--- config.mk ---
export PLATFORM = sky130hd
export DESIGN_NAME = result_capture
export DESIGN_NICKNAME = d
export VERILOG_FILES = /design/src/rtl/result_capture_pkg.sv /design/src/rtl/capture_fifo.sv /design/src/rtl/result_capture.sv
export SDC_FILE = /design/constraint.sdc
export NUM_CORES = 1
export LEC_CHECK = 0
export CORE_MARGIN = 5
export CORE_UTILIZATION = 59
export CTS_CLUSTER_SIZE = 10
export DETAILED_ROUTE_END_ITERATION = 10
export PLACE_DENSITY = 0.84
export SYNTH_ARGS = -nofsm -noshare
export SYNTH_HDL_FRONTEND = slang
export SYNTH_SLANG_ARGS = --single-unit
--- constraint.sdc ---
create_clock -name clk -period 6.4 [get_ports clk]
set_clock_uncertainty 0.15 [all_clocks]
set_input_delay 1.28 -clock clk [delete_from_list [all_inputs] [get_ports clk]]
set_output_delay 1.28 -clock clk [all_outputs]
set_load 0.03 [all_outputs]
--- src/rtl/result_capture_pkg.sv ---
// result_capture_pkg: regime codes, tracker states and record layout shared by
// result_capture and the upstream controller.
package result_capture_pkg;

    typedef enum logic [1:0] {
        RG_IDLE   = 2'd0,
        RG_ENUM   = 2'd1,
        RG_COUNT  = 2'd2,
        RG_UPDATE = 2'd3
    } regime_e;

    typedef enum logic {
        ST_IDLE = 1'b0,
        ST_RUN  = 1'b1
    } trk_state_e;

    localparam int OP_W = 2;
    localparam int Y_W = 8;
    localparam int S_W = 3;
    localparam int REC_HDR_W = OP_W + Y_W + S_W + 1;
    localparam int DROP_W = 4;

    // Field offsets above the act_cnt field, which always sits at bit 0.
    localparam int B_OFF = 0;
    localparam int S_OFF = 1;
    localparam int Y_OFF = S_OFF + S_W;
    localparam int OP_OFF = Y_OFF + Y_W;

    function automatic int rec_w(input int cnt_w);
        return REC_HDR_W + cnt_w;
    endfunction

endpackage

--- src/rtl/capture_fifo.sv ---
// capture_fifo: power-of-two circular record buffer; a push while full is
// accepted only when a pop frees the head slot on the same edge.
module capture_fifo #(
    parameter int DEPTH = 4,
    parameter int W = 18
) (
    input  logic                     clk,
    input  logic                     rst,
    input  logic                     push,
    input  logic                     pop,
    input  logic [W-1:0]             din,
    output logic [W-1:0]             dout,
    output logic                     full,
    output logic                     empty,
    output logic [$clog2(DEPTH):0]   level
);
    localparam int AW = $clog2(DEPTH);

    logic [W-1:0]  r_mem [DEPTH];
    logic [AW-1:0] r_wr;
    logic [AW-1:0] r_rd;
    logic [AW:0]   r_level;
    logic          w_wr_en;
    logic          w_rd_en;

    assign full = r_level == (AW+1)'(DEPTH);
    assign empty = r_level == '0;
    assign level = r_level;
    assign w_rd_en = pop && !empty;
    assign w_wr_en = push && (!full || w_rd_en);
    assign dout = empty ? '0 : r_mem[r_rd];

    always_ff @(posedge clk) begin
        if (w_wr_en)
            r_mem[r_wr] <= din;
    end

    // Pointers wrap naturally because DEPTH is a power of two.
    always_ff @(posedge clk or negedge rst) begin
        if (!rst) begin
            r_wr <= '0;
            r_rd <= '0;
            r_level <= '0;
        end else begin
            r_wr <= w_wr_en ? r_wr + 1'b1 : r_wr;
            r_rd <= w_rd_en ? r_rd + 1'b1 : r_rd;
            r_level <= r_level + (AW+1)'(w_wr_en) - (AW+1)'(w_rd_en);
        end
    end

endmodule

--- src/rtl/result_capture.sv ---
// result_capture: tracks upstream regime runs, packs one record per finished
// run into capture_fifo and accounts for records dropped while full.
module result_capture
    import result_capture_pkg::*;
#(
    parameter int DEPTH = 4,
    parameter int CNT_W = 4
) (
    input  logic                          clk,
    input  logic                          rst,
    input  logic [Y_W-1:0]                y,
    input  logic [S_W-1:0]                s,
    input  logic                          b,
    input  logic [OP_W-1:0]               regime,
    input  logic                          active,
    input  logic                          clr_ovf,
    output logic                          out_valid,
    input  logic                          out_ready,
    output logic [REC_HDR_W+CNT_W-1:0]    out_data,
    output logic                          overflow,
    output logic [DROP_W-1:0]             drop_cnt,
    output logic [$clog2(DEPTH):0]        level
);
    localparam int W = rec_w(CNT_W);
    localparam logic [CNT_W-1:0] CNT_MAX = '1;
    localparam logic [DROP_W-1:0] DROP_MAX = '1;

    trk_state_e        r_state;
    trk_state_e        w_state_nxt;
    logic [OP_W-1:0]   r_op;
    logic [OP_W-1:0]   w_op_nxt;
    logic [CNT_W-1:0]  r_act_cnt;
    logic [CNT_W-1:0]  w_act_nxt;
    logic              w_push;
    logic [W-1:0]      w_rec;
    logic              w_full;
    logic              w_empty;
    logic              w_pop;
    logic              w_drop;
    logic              r_ovf;
    logic [DROP_W-1:0] r_drop_cnt;

    always_ff @(posedge clk or negedge rst) begin
        if (!rst) begin
            r_state <= ST_IDLE;
            r_op <= '0;
            r_act_cnt <= '0;
        end else begin
            r_state <= w_state_nxt;
            r_op <= w_op_nxt;
            r_act_cnt <= w_act_nxt;
        end
    end

    // A run ends when regime leaves op; the finished record uses this cycle's y/s/b.
    always_comb begin
        w_state_nxt = r_state;
        w_op_nxt = r_op;
        w_act_nxt = r_act_cnt;
        w_push = 1'b0;
        case (r_state)
            ST_IDLE: begin
                if (regime != RG_IDLE) begin
                    w_state_nxt = ST_RUN;
                    w_op_nxt = regime;
                    w_act_nxt = CNT_W'(active);
                end
            end
            ST_RUN: begin
                if (regime == r_op) begin
                    w_act_nxt = (r_act_cnt == CNT_MAX) ? r_act_cnt : r_act_cnt + CNT_W'(active);
                end else begin
                    w_push = 1'b1;
                    w_op_nxt = regime;
                    w_act_nxt = CNT_W'(active);
                    w_state_nxt = (regime == RG_IDLE) ? ST_IDLE : ST_RUN;
                end
            end
            default: w_state_nxt = ST_IDLE;
        endcase
    end

    assign w_rec = {r_op, y, s, b, r_act_cnt};
    assign out_valid = !w_empty;
    assign w_pop = out_valid && out_ready;
    assign w_drop = w_push && w_full && !w_pop;

    capture_fifo #(
        .DEPTH(DEPTH),
        .W(W)
    ) u_fifo (
        .clk(clk),
        .rst(rst),
        .push(w_push),
        .pop(w_pop),
        .din(w_rec),
        .dout(out_data),
        .full(w_full),
        .empty(w_empty),
        .level(level)
    );

    // A drop on the clearing edge wins, so the count restarts at one.
    always_ff @(posedge clk or negedge rst) begin
        if (!rst) begin
            r_ovf <= 1'b0;
            r_drop_cnt <= '0;
        end else if (w_drop) begin
            r_ovf <= 1'b1;
            r_drop_cnt <= clr_ovf ? DROP_W'(1) : (r_drop_cnt == DROP_MAX) ? r_drop_cnt : r_drop_cnt + 1'b1;
        end else if (clr_ovf) begin
            r_ovf <= 1'b0;
            r_drop_cnt <= '0;
        end
    end

    assign overflow = r_ovf;
    assign drop_cnt = r_drop_cnt;

endmodule
==> impl_metrics.tcl, run 1 <==
set metrics [dict create \
    portBuffers 45 \
    grt.met2_usage_pct 27.0 \
    syn-cell-area_mm2 0.00377 \
    syn2layout_area_growth_pct 18.9 \
    postCtsSetupBuffers 0 \
    fin_setup_tns_ps 0 \
    p_total_uw 2130 \
    vias 1959 \
    ys_types 37 \
    synth_fp_nets 241 \
    drv_cap 0 \
    period_minus_slack_ps 3890 \
    drc 0 \
    min_delay_path_depth 1 \
    max_slew_margin_pct 39.2 \
    drtIter0Drc 69 \
    tightestPinTransition_ps 912 \
    netSwitchingPower_uw 737 \
    dieHeight_um 90.0 \
    r2r_slack_ps 3560 \
    cp_max_fo 19 \
    postRouteWirelength_mm 6.25 \
    power_leakage_uw 0.00159 \
    timing.fmax_mhz 257 \
    gp_congestion 0.761 \
    cts_root_buf "clkbuf_8" \
    final_layout_size_suffix_gt1_share_pct 15.0 \
    clkSinkCount 91 \
    pwr-share-comb_pct 41.5 \
    p_sw_share_pct 34.7 \
    initial_core_util_pct 60.1 \
    critPathLaunchType "flip-flop" \
    worstPathArrival_ps 2460 \
    finalHoldViolations 0 \
    nFillCells 391 \
    setup-violations-final 0 \
    syn_avg_cell_area_um2 17.8 \
    timing.final.crit_share_pct 60.8 \
    ant_nets 0 \
    clk_pin_slew_ps 80 \
    busiest_layer "met2" \
    syn_inst 212 \
    p_per_area_mw_per_mm2 474 \
    crit_path_end_kind "output pin" \
    p_int_uw 1390 \
    grt_usage_pct 16.5 \
    ys_seq_area_share_pct 69.9 \
    dp_cells 328 \
    fp-row-count 29 \
    grt_max_degree 21 \
    synth.area.top_cells "edfxtp_1, dfrtp_1, mux4_2" \
    rr_endpoint "u_fifo.level[2]" \
    htreeDepth 3 \
    r2r_start "u_fifo.level[0]" \
    io_pins 46 \
    worst_skew_pair.late_latency_ps 340 \
    status "finished clean" \
    clock_path_buffers 2 \
    core_area_mm2 0.00628 \
    min_path_type "flip-flop to flip-flop" \
    holdPathEnd "u_fifo.r_rd[0]" \
    slowest_delay_ps 920 \
    vias_per_cell 5.71 \
    hold_slack_ps 370 \
    p_seq_share_pct 41.4 \
    instances_no_fill 343 \
    reg2reg_depth 9 \
    ir_worst_vdd_v 0.000294 \
    dr.pass1.iters 4 \
    post-dp-hpwl_mm 4.17 \
    rsz0062_at_grt "no" \
    ys_seq_elements 91 \
    grt_pass1_vias 2037 \
    slowest_stage "dfrtp_1" \
    final_nets 291 \
    cts_resized 0 \
    met3_usage_pct 3.67 \
    cts-buffers-inserted 9 \
    avgRoutedWirePerCell_um 18.2 \
    grt_pass1_wl_mm 10.3 \
    antenna-diode-count 0 \
    grt.overflow.total 0 \
    dieArea_mm2 0.00810 \
    synthDominantCellAreaShare_pct 57.3 \
    hold_path_startpoint "u_fifo.r_rd[0]" \
    critical_path.cell_chain "mux4_2, and2_1, clkdlybuf4s50_1" \
    postCtsHoldBufs 0 \
    fin_util_pct 71.5 \
    antenna_found_initial 0 \
    yosys_warnings 0 \
    p_clk_share_pct 17.1 \
    cts_tree "built" \
    die-width_um 90.0 \
    final_max_slew_viol_count 0 \
    worstSetupPathType "flip-flop to output pin" \
    grtUsageMet1_pct 21.1 \
    synth_largest_area_cell "edfxtp_1" \
    cp.required_ps 4970 \
]
==> area by class of cell <==
class,count,area (um^2),area share [%]
Sequential cell,91,2640,58.8
Inverter,7,26.3,0.585
Tap cell,77,96.3,2.15
Clock buffer,9,124,2.76
Multi-Input combinational cell,107,1080,24.0
Clock inverter,6,67.6,1.51
Timing Repair Buffer,46,458,10.2
==> stage by stage <==
| stage | worst slack [ps] | area [um^2] |
|---|---|---|
| after global placement | 2580 | 4300 |
| after CTS | 2470 | 4490 |
| after detailed placement | 2520 | 4300 |
| after global routing | 2370 | 4490 |
| after floorplan | 3400 | 3770 |
| final | 2510 | 4490 |
==> routing by layer <==
layer / vias to the layer above / part of all wire, %
li1: 920 / -
met1: 978 / 43
met2: 50 / 52
met3: 11 / 3.8
met4: 0 / 2.0
met5: - / 0
==> how the worst max path moves through the flow <==
stage,from,end,slack [ps]
after CTS,u_fifo.r_rd[1],out_data[16],2470
after global routing,u_fifo.r_rd[1],out_data[1],2370
after global placement,regime[1],u_fifo.r_mem[0][8],2580
final,u_fifo.r_rd[1],out_data[16],2510
after floorplan,u_fifo.level[1],out_data[0],3400
after detailed placement,regime[1],u_fifo.r_mem[1][6],2520
==> power by group through the flow <==
stage / Clock, uW / Sequential, uW / Combinational (uW)
finish: 364 / 879 / 882
CTS: 373 / 882 / 900
global placement: 0 / 885 / 879
floorplan: 0 / 872 / 591
global route: 410 / 897 / 944
detailed placement: 0 / 894 / 897
==> cell families after synthesis <==
logic type                 Yosys count  synth area share [%]
AOI/OAI and AO/OA                   19                  3.55
xor gates and xnor gates             9                  2.09
adders and majority gates           10                  3.51
buffers and inverters               14                  1.53
DFF                                 91                  69.9
muxes                               20                  11.3
and+or+nand+nor                     49                  8.12
==> state kept, by name (all words and copies together), names as in the netlist <==
signal,flops
u_fifo.r_wr,2
drop_cnt,4
r_op,2
r_act_cnt,4
u_fifo.r_rd,2
overflow,1
r_state,1
u_fifo.r_mem,72
u_fifo.level,3
==> synth_stat cells <==
cell      instances
nor2b_1           1
a211oi_1          1
edfxtp_1         72
dfrtp_1          19
nor3b_1           1
mux2i_1           1
a41oi_1           2
o21bai_1          1
and2_1           22
and3_1            1
mux2_2            1
nand3_1           3
inv_1             7
xor2_1            3
clkbuf_1          3
a21oi_1           5
ha_1              9
fa_1              1
nor4b_4           1
nand2b_1          3
and4bb_2          1
nor3_1            2
mux4_2           18
a31o_2            1
a21o_1            3
xnor2_1           6
o21ai_0           3
o31ai_1           1
a41o_1            1
and2_2            1
nand4_1           1
nor2_2            1
buf_2             4
or3_1             3
nand2_1           3
nor2_1            5
o211ai_2          1
==> placed cells by master, fill, tap and decap left out, drive strengths merged, types with 2 or more instances in the layout <==
cell type,count
ha,9
xnor2,6
nand3,3
nand2,3
edfxtp,72
inv,7
xor2,3
a21oi,5
or3,3
clkinv,4
dfrtp,19
and2,23
nor3,2
nor2,6
a21o,3
mux4,18
a41oi,2
nand2b,3
clkdlybuf4s50,45
clkbuf,9
o21ai,3
==> worst max-delay path: cells and delay by family (launching register included) <==
family	cells	cell delay, ps
buffers and inverters	1	610
muxes	1	420
and+or+nand+nor	1	180
DFF	1	920
Note: power is estimated with default switching activity, not from simulation.
==> run 2, diff against run 1 <==
Settings changed: CORE_UTILIZATION 59 to 55, PLACE_DENSITY 0.84 to 0.79.
Clock period 6.4 ns to 3.8 ns, I/O delays scaled along.
==> run 2 against run 1 <==
- sequential share of layout area shrank 0.60 points
- non-clock buffer count grew 6
- wire length grew 1.1%
- design area grew 1.0%
- total power grew 70%
- setup slack lost 1900 ps
- hold slack gained 25 ps
- largest cell class unchanged
- largest power group unchanged
==> impl_metrics.tcl, run 2 (synthesized netlist as in run 1, its figures left out) <==
set metrics [dict create \
    status "finished clean" \
    finalHoldViolations 0 \
    die-width_um 92.8 \
    rsz0062_at_grt "no" \
    cp.required_ps 2890 \
    cp_max_fo 20 \
    grt_pass1_wl_mm 10.6 \
    fp-row-count 30 \
    cts-buffers-inserted 9 \
    post-dp-hpwl_mm 4.14 \
    clk_pin_slew_ps 80 \
    initial_core_util_pct 56.2 \
    final_layout_size_suffix_gt1_share_pct 17.3 \
    core_area_mm2 0.00672 \
    postCtsSetupBuffers 0 \
    portBuffers 45 \
    pre_cts_ws_ps 592 \
    worstSetupPathType "flip-flop to output pin" \
    cts_tree "built" \
    netSwitchingPower_uw 1260 \
    dieHeight_um 92.8 \
    grt_usage_pct 16.4 \
    grt_pass1_vias 2077 \
    cts_root_buf "clkbuf_8" \
    critical_path.cell_chain "or3_1, and2_1, clkdlybuf4s50_1" \
    cts_resized 0 \
    syn2layout_area_growth_pct 20.2 \
    max_slew_margin_pct 41.7 \
    dieArea_mm2 0.00862 \
    period_minus_slack_ps 3230 \
    ir_worst_vdd_v 0.000327 \
    p_per_area_mw_per_mm2 799 \
    drv_cap 0 \
    worst_skew_pair.late_latency_ps 340 \
    clock_path_buffers 2 \
    slowest_delay_ps 660 \
    timing.final.crit_share_pct 85.1 \
    vias_per_cell 5.58 \
    min_path_type "flip-flop to flip-flop" \
    p_clk_share_pct 17.2 \
    avgRoutedWirePerCell_um 18.0 \
    final_max_slew_viol_count 0 \
    timing.fmax_mhz 309 \
    io_pins 46 \
    worstSetupStartpoint "u_fifo.level[0]" \
    r2r_slack_ps 900 \
    worstPathArrival_ps 2320 \
    r2r_start "u_fifo.level[0]" \
    postCtsHoldBufs 0 \
    antenna_found_initial 0 \
    setup-violations-final 0 \
    p_sw_share_pct 34.7 \
    p_seq_share_pct 39.8 \
    critPathLaunchType "flip-flop" \
    postRouteWirelength_mm 6.32 \
    power_leakage_uw 0.00163 \
    min_delay_path_depth 2 \
    setup_slack_ps 567 \
    clkSinkCount 91 \
    drc 0 \
    pwr-share-comb_pct 43.0 \
    largest_register_ff_count 72 \
    grt_max_degree 21 \
    rr_endpoint "u_fifo.level[2]" \
    dr.pass1.iters 4 \
    antenna-diode-count 0 \
    mostFrequentLayoutCell "edfxtp_1" \
    ant_nets 0 \
    drtIter0Drc 83 \
    crit_path_end_kind "output pin" \
    final_cell_mix "edfxtp_1, clkdlybuf4s50_1, and2_1, dfrtp_1, mux4_2" \
    hold_path_startpoint "overflow" \
    final_nets 297 \
    fin_setup_tns_ps 0 \
    gp_congestion 0.773 \
    tightestPinTransition_ps 872 \
    p_int_uw 2360 \
    reg2reg_depth 9 \
    holdPathEnd "overflow" \
    slowest_stage "or3_1" \
    grt.overflow.total 0 \
    regMostFlops "u_fifo.r_mem" \
    htreeDepth 3 \
    vias 1963 \
]
run 2: how the worst max path moves through the flow:
stage               slack [ps]               to  cells after the start
floorplan                 1110  u_fifo.level[2]                     10
CTS                        500     out_data[11]                      3
global placement           720  u_fifo.level[2]                      9
finish                     570      out_data[0]                      3
global route               410      out_data[3]                      3
detailed placement         590  u_fifo.level[2]                      9
run 2: power by group through the flow:
| stage | Sequential [uW] | Combinational [uW] | Clock [uW] |
|---|---|---|---|
| after floorplan | 1470 | 995 | 0 |
| after global routing | 1470 | 1660 | 692 |
| after global placement | 1450 | 1560 | 0 |
| final | 1440 | 1560 | 623 |
| after CTS | 1440 | 1590 | 644 |
| after detailed placement | 1460 | 1590 | 0 |
run 2: routing by layer:
layer	GRT usage, %	up-vias	routed length (um)
met1	21.5	980	2770
met2	26.7	51	3160
met5	0	-	0
met4	4.40	0	51
met3	5.12	4	340
li1	-	928	-
run 2: stage by stage:
step | area, um^2 | cells | power, uW | hold slack, ps | util, %
after floorplan | 3770 | 212 | 2460 | 314 | -
final | 4530 | 352 | 3620 | 394 | 67.5
after detailed placement | 4350 | 337 | 3050 | 376 | 64.7
after global routing | 4530 | 352 | 3820 | 438 | 67.5
after global placement | 4350 | 337 | 3010 | 366 | 64.7
after CTS | 4530 | 352 | 3680 | 400 | 67.5
run 2: cell type report:
type                            count  area, um^2
Sequential cell                    91        2640
Timing Repair Buffer               52         503
Clock buffer                        9         124
Inverter                            7        26.3
Tap cell                           80         100
Multi-Input combinational cell    107        1080
Clock inverter                      6        65.1
Fill cell                         462        2180
run 2: critical path, delay by kind of cell (launching register included):
family	cells	cell delay, ps
AND/OR/NAND/NOR	2	930
buffers and inverters	1	590
flip-flops	1	450
==> run 3, diff against run 2 <==
Settings changed: ABC_AREA set to 1, SETUP_SLACK_MARGIN set to 0.4.
==> run 3 against run 2 <==
- register-to-register slack better by 440 ps
- sequential share of layout area down 1.7 points
- wire length increased by 14%
- via count increased by 32%
- die area up 3.7%
- sequential cell count unchanged
- design area is 3.0% higher
- non-clock buffer count grew 1
==> impl_metrics.tcl, run 3 <==
set metrics [dict create \
    synthDominantCellAreaShare_pct 55.0 \
    period_minus_slack_ps 3200 \
    min_path_type "flip-flop to flip-flop" \
    antenna-diode-count 0 \
    power_leakage_uw 0.00181 \
    status "finished clean" \
    worst_skew_pair.late_latency_ps 360 \
    p_total_uw 3710 \
    timing.final.crit_share_pct 84.3 \
    fin_util_pct 68.0 \
    cts-buffers-inserted 9 \
    dieArea_mm2 0.00893 \
    ys.flop_type "edfxtp_1" \
    ir_worst_vdd_v 0.000406 \
    cts_tree "built" \
    synth_fp_nets 381 \
    initial_core_util_pct 57.2 \
    crit_path_end_kind "output pin" \
    avgRoutedWirePerCell_um 14.2 \
    largest_register_ff_count 72 \
    p_per_area_mw_per_mm2 796 \
    slowest_delay_ps 700 \
    vias 2588 \
    clkSinkCount 91 \
    dp_cells 489 \
    final_max_slew_viol_count 0 \
    grt_pass1_vias 2622 \
    ant_nets 0 \
    yosysMostFrequentCell "nor2_1" \
    drc 0 \
    syn-cell-area_mm2 0.00393 \
    seqCellArea_mm2 0.00264 \
    max_slew_margin_pct 41.5 \
    critical_path.cell_chain "buf_4, inv_2, nor2_1, o21ai_0, a21oi_1, clkdlybuf4s50_1" \
    cts_root_buf "clkbuf_8" \
    path_delay_family "buffers and inverters" \
    ys_types 29 \
    multi_input_area_mm2 0.00112 \
    synth.area.top_cells "edfxtp_1, dfrtp_1, nor2_1" \
    instances_no_fill 505 \
    final_cell_mix "nor2_1, edfxtp_1, clkdlybuf4s50_1, nand2_1, o21ai_0" \
    fin_setup_tns_ps 0 \
    nFillCells 491 \
    worstPathArrival_ps 2290 \
    critPathLaunchType "flip-flop" \
    rsz0062_at_grt "no" \
    antenna_found_initial 0 \
    clock_path_buffers 2 \
    yosys-top-cells-count "nor2_1, edfxtp_1, nand2_1, o21ai_0, inv_1" \
    core_area_mm2 0.00687 \
    dieHeight_um 94.5 \
    slowest_stage "clkdlybuf4s50_1" \
    post-dp-hpwl_mm 4.63 \
    dpl_cell_area_mm2 0.00449 \
    regMostFlops "u_fifo.r_mem" \
    setup-violations-final 0 \
    yosys_warnings 0 \
    vias_per_cell 5.12 \
    worstSetupPathType "flip-flop to output pin" \
    postRouteWirelength_mm 7.18 \
    ys_async_sr_fraction_pct 20.9 \
    syn_inst 352 \
    final_nets 433 \
    die-width_um 94.5 \
    synth_largest_area_cell "edfxtp_1" \
    postLayoutCellArea_mm2 0.00467 \
    drv_cap 0 \
    portBuffers 45 \
    io_pins 46 \
    mostFrequentLayoutCell "nor2_1" \
    ys_seq_elements 91 \
    grt.overflow.total 0 \
    ys_seq_area_share_pct 67.1 \
    syn_avg_cell_area_um2 11.2 \
    cp.required_ps 2890 \
    cp_max_fo 19 \
    grt_usage_pct 17.8 \
    crit_buf_inv 3 \
    syn2layout_area_growth_pct 18.8 \
    tightestPinTransition_ps 875 \
    synth-edff-count 72 \
    gp_congestion 0.812 \
    htreeDepth 3 \
    drtIter0Drc 158 \
    timing.fmax_mhz 312 \
    cts_resized 0 \
    fp-row-count 30 \
    clk_pin_slew_ps 80 \
    postCtsSetupBuffers 0 \
    postCtsHoldBufs 0 \
    grt_pass1_wl_mm 11.9 \
    grt_max_degree 37 \
    final_layout_size_suffix_gt1_share_pct 9.78 \
    finalHoldViolations 0 \
    dr.pass1.iters 4 \
]
[run 3: cell types whose count changed in the layout (fill, tap and decap cells not counted), moves of 5 or more]
cell and change:
nor2_1 +80, nand2_1 +32, o21ai_0 +31, and2_1 -22, mux4_2 -18, inv_1 +14
a21oi_1 +13, nand3_1 +9, inv_2 +5
[run 3: area by class of cell]
type	count	area share (%)
repair buffers	53	10.9
multi-input cells	223	24.0
flip-flops and latches	91	56.5
well taps	96	2.57
inverters	26	2.09
clock inverters	7	1.21
clock buffers	9	2.65
[run 3: logic make-up after synthesis]
kind of cell / count (synthesis) / share of synthesized area [%]
flip-flops: 91 / 67.1
buffers and inverters: 38 / 4.30
XOR/XNOR: 7 / 1.56
AND/OR/NAND/NOR: 146 / 15.6
AO/OA/AOI/OAI: 60 / 8.03
adder cells (fa/ha/maj): 10 / 3.38
[run 3: worst min-delay path, stage by stage (launching register included)]
cell	delay, ps
dfrtp_1	360
nand2_1	60
nand2_1	50
[run 3: stage by stage]
| stage | hold slack (ps) | worst slack [ps] |
|---|---|---|
| 6_report | 345 | 598 |
| 5_1_grt | 407 | 433 |
| 4_1_cts | 352 | 583 |
| 3_5_place_dp | 331 | 940 |
| 3_3_place_gp | 321 | 952 |
| 2_1_floorplan | 314 | 1260 |
[run 3: worst paths after layout]
| check | from | to | slack [ps] | depth (start not counted) |
|---|---|---|---|---|
| min reg2reg | overflow | overflow | 350 | 2 |
| max reg2reg | u_fifo.level[1] | u_fifo.level[2] | 1340 | 10 |
| min in group asynchronous | rst | drop_cnt[3] | 740 | 1 |
| min | overflow | overflow | 350 | 2 |
| max | u_fifo.r_rd[1] | out_data[3] | 600 | 6 |
| max in group asynchronous | rst | u_fifo.r_wr[0] | 2220 | 1 |
[run 3: report_power, final]
group / internal [uW] / switching, uW
registers: 1320 / 78.9
clock network: 247 / 344
logic: 638 / 1090
[run 3: per-layer routing]
layer / track usage [%] / wire length (um) / vias up
met5: 0 / 0 / -
met2: 29.6 / 3630 / 61
met4: 8.89 / 144 / 0
met1: 21.8 / 3100 / 1214
li1: - / - / 1300
met3: 4.14 / 298 / 13
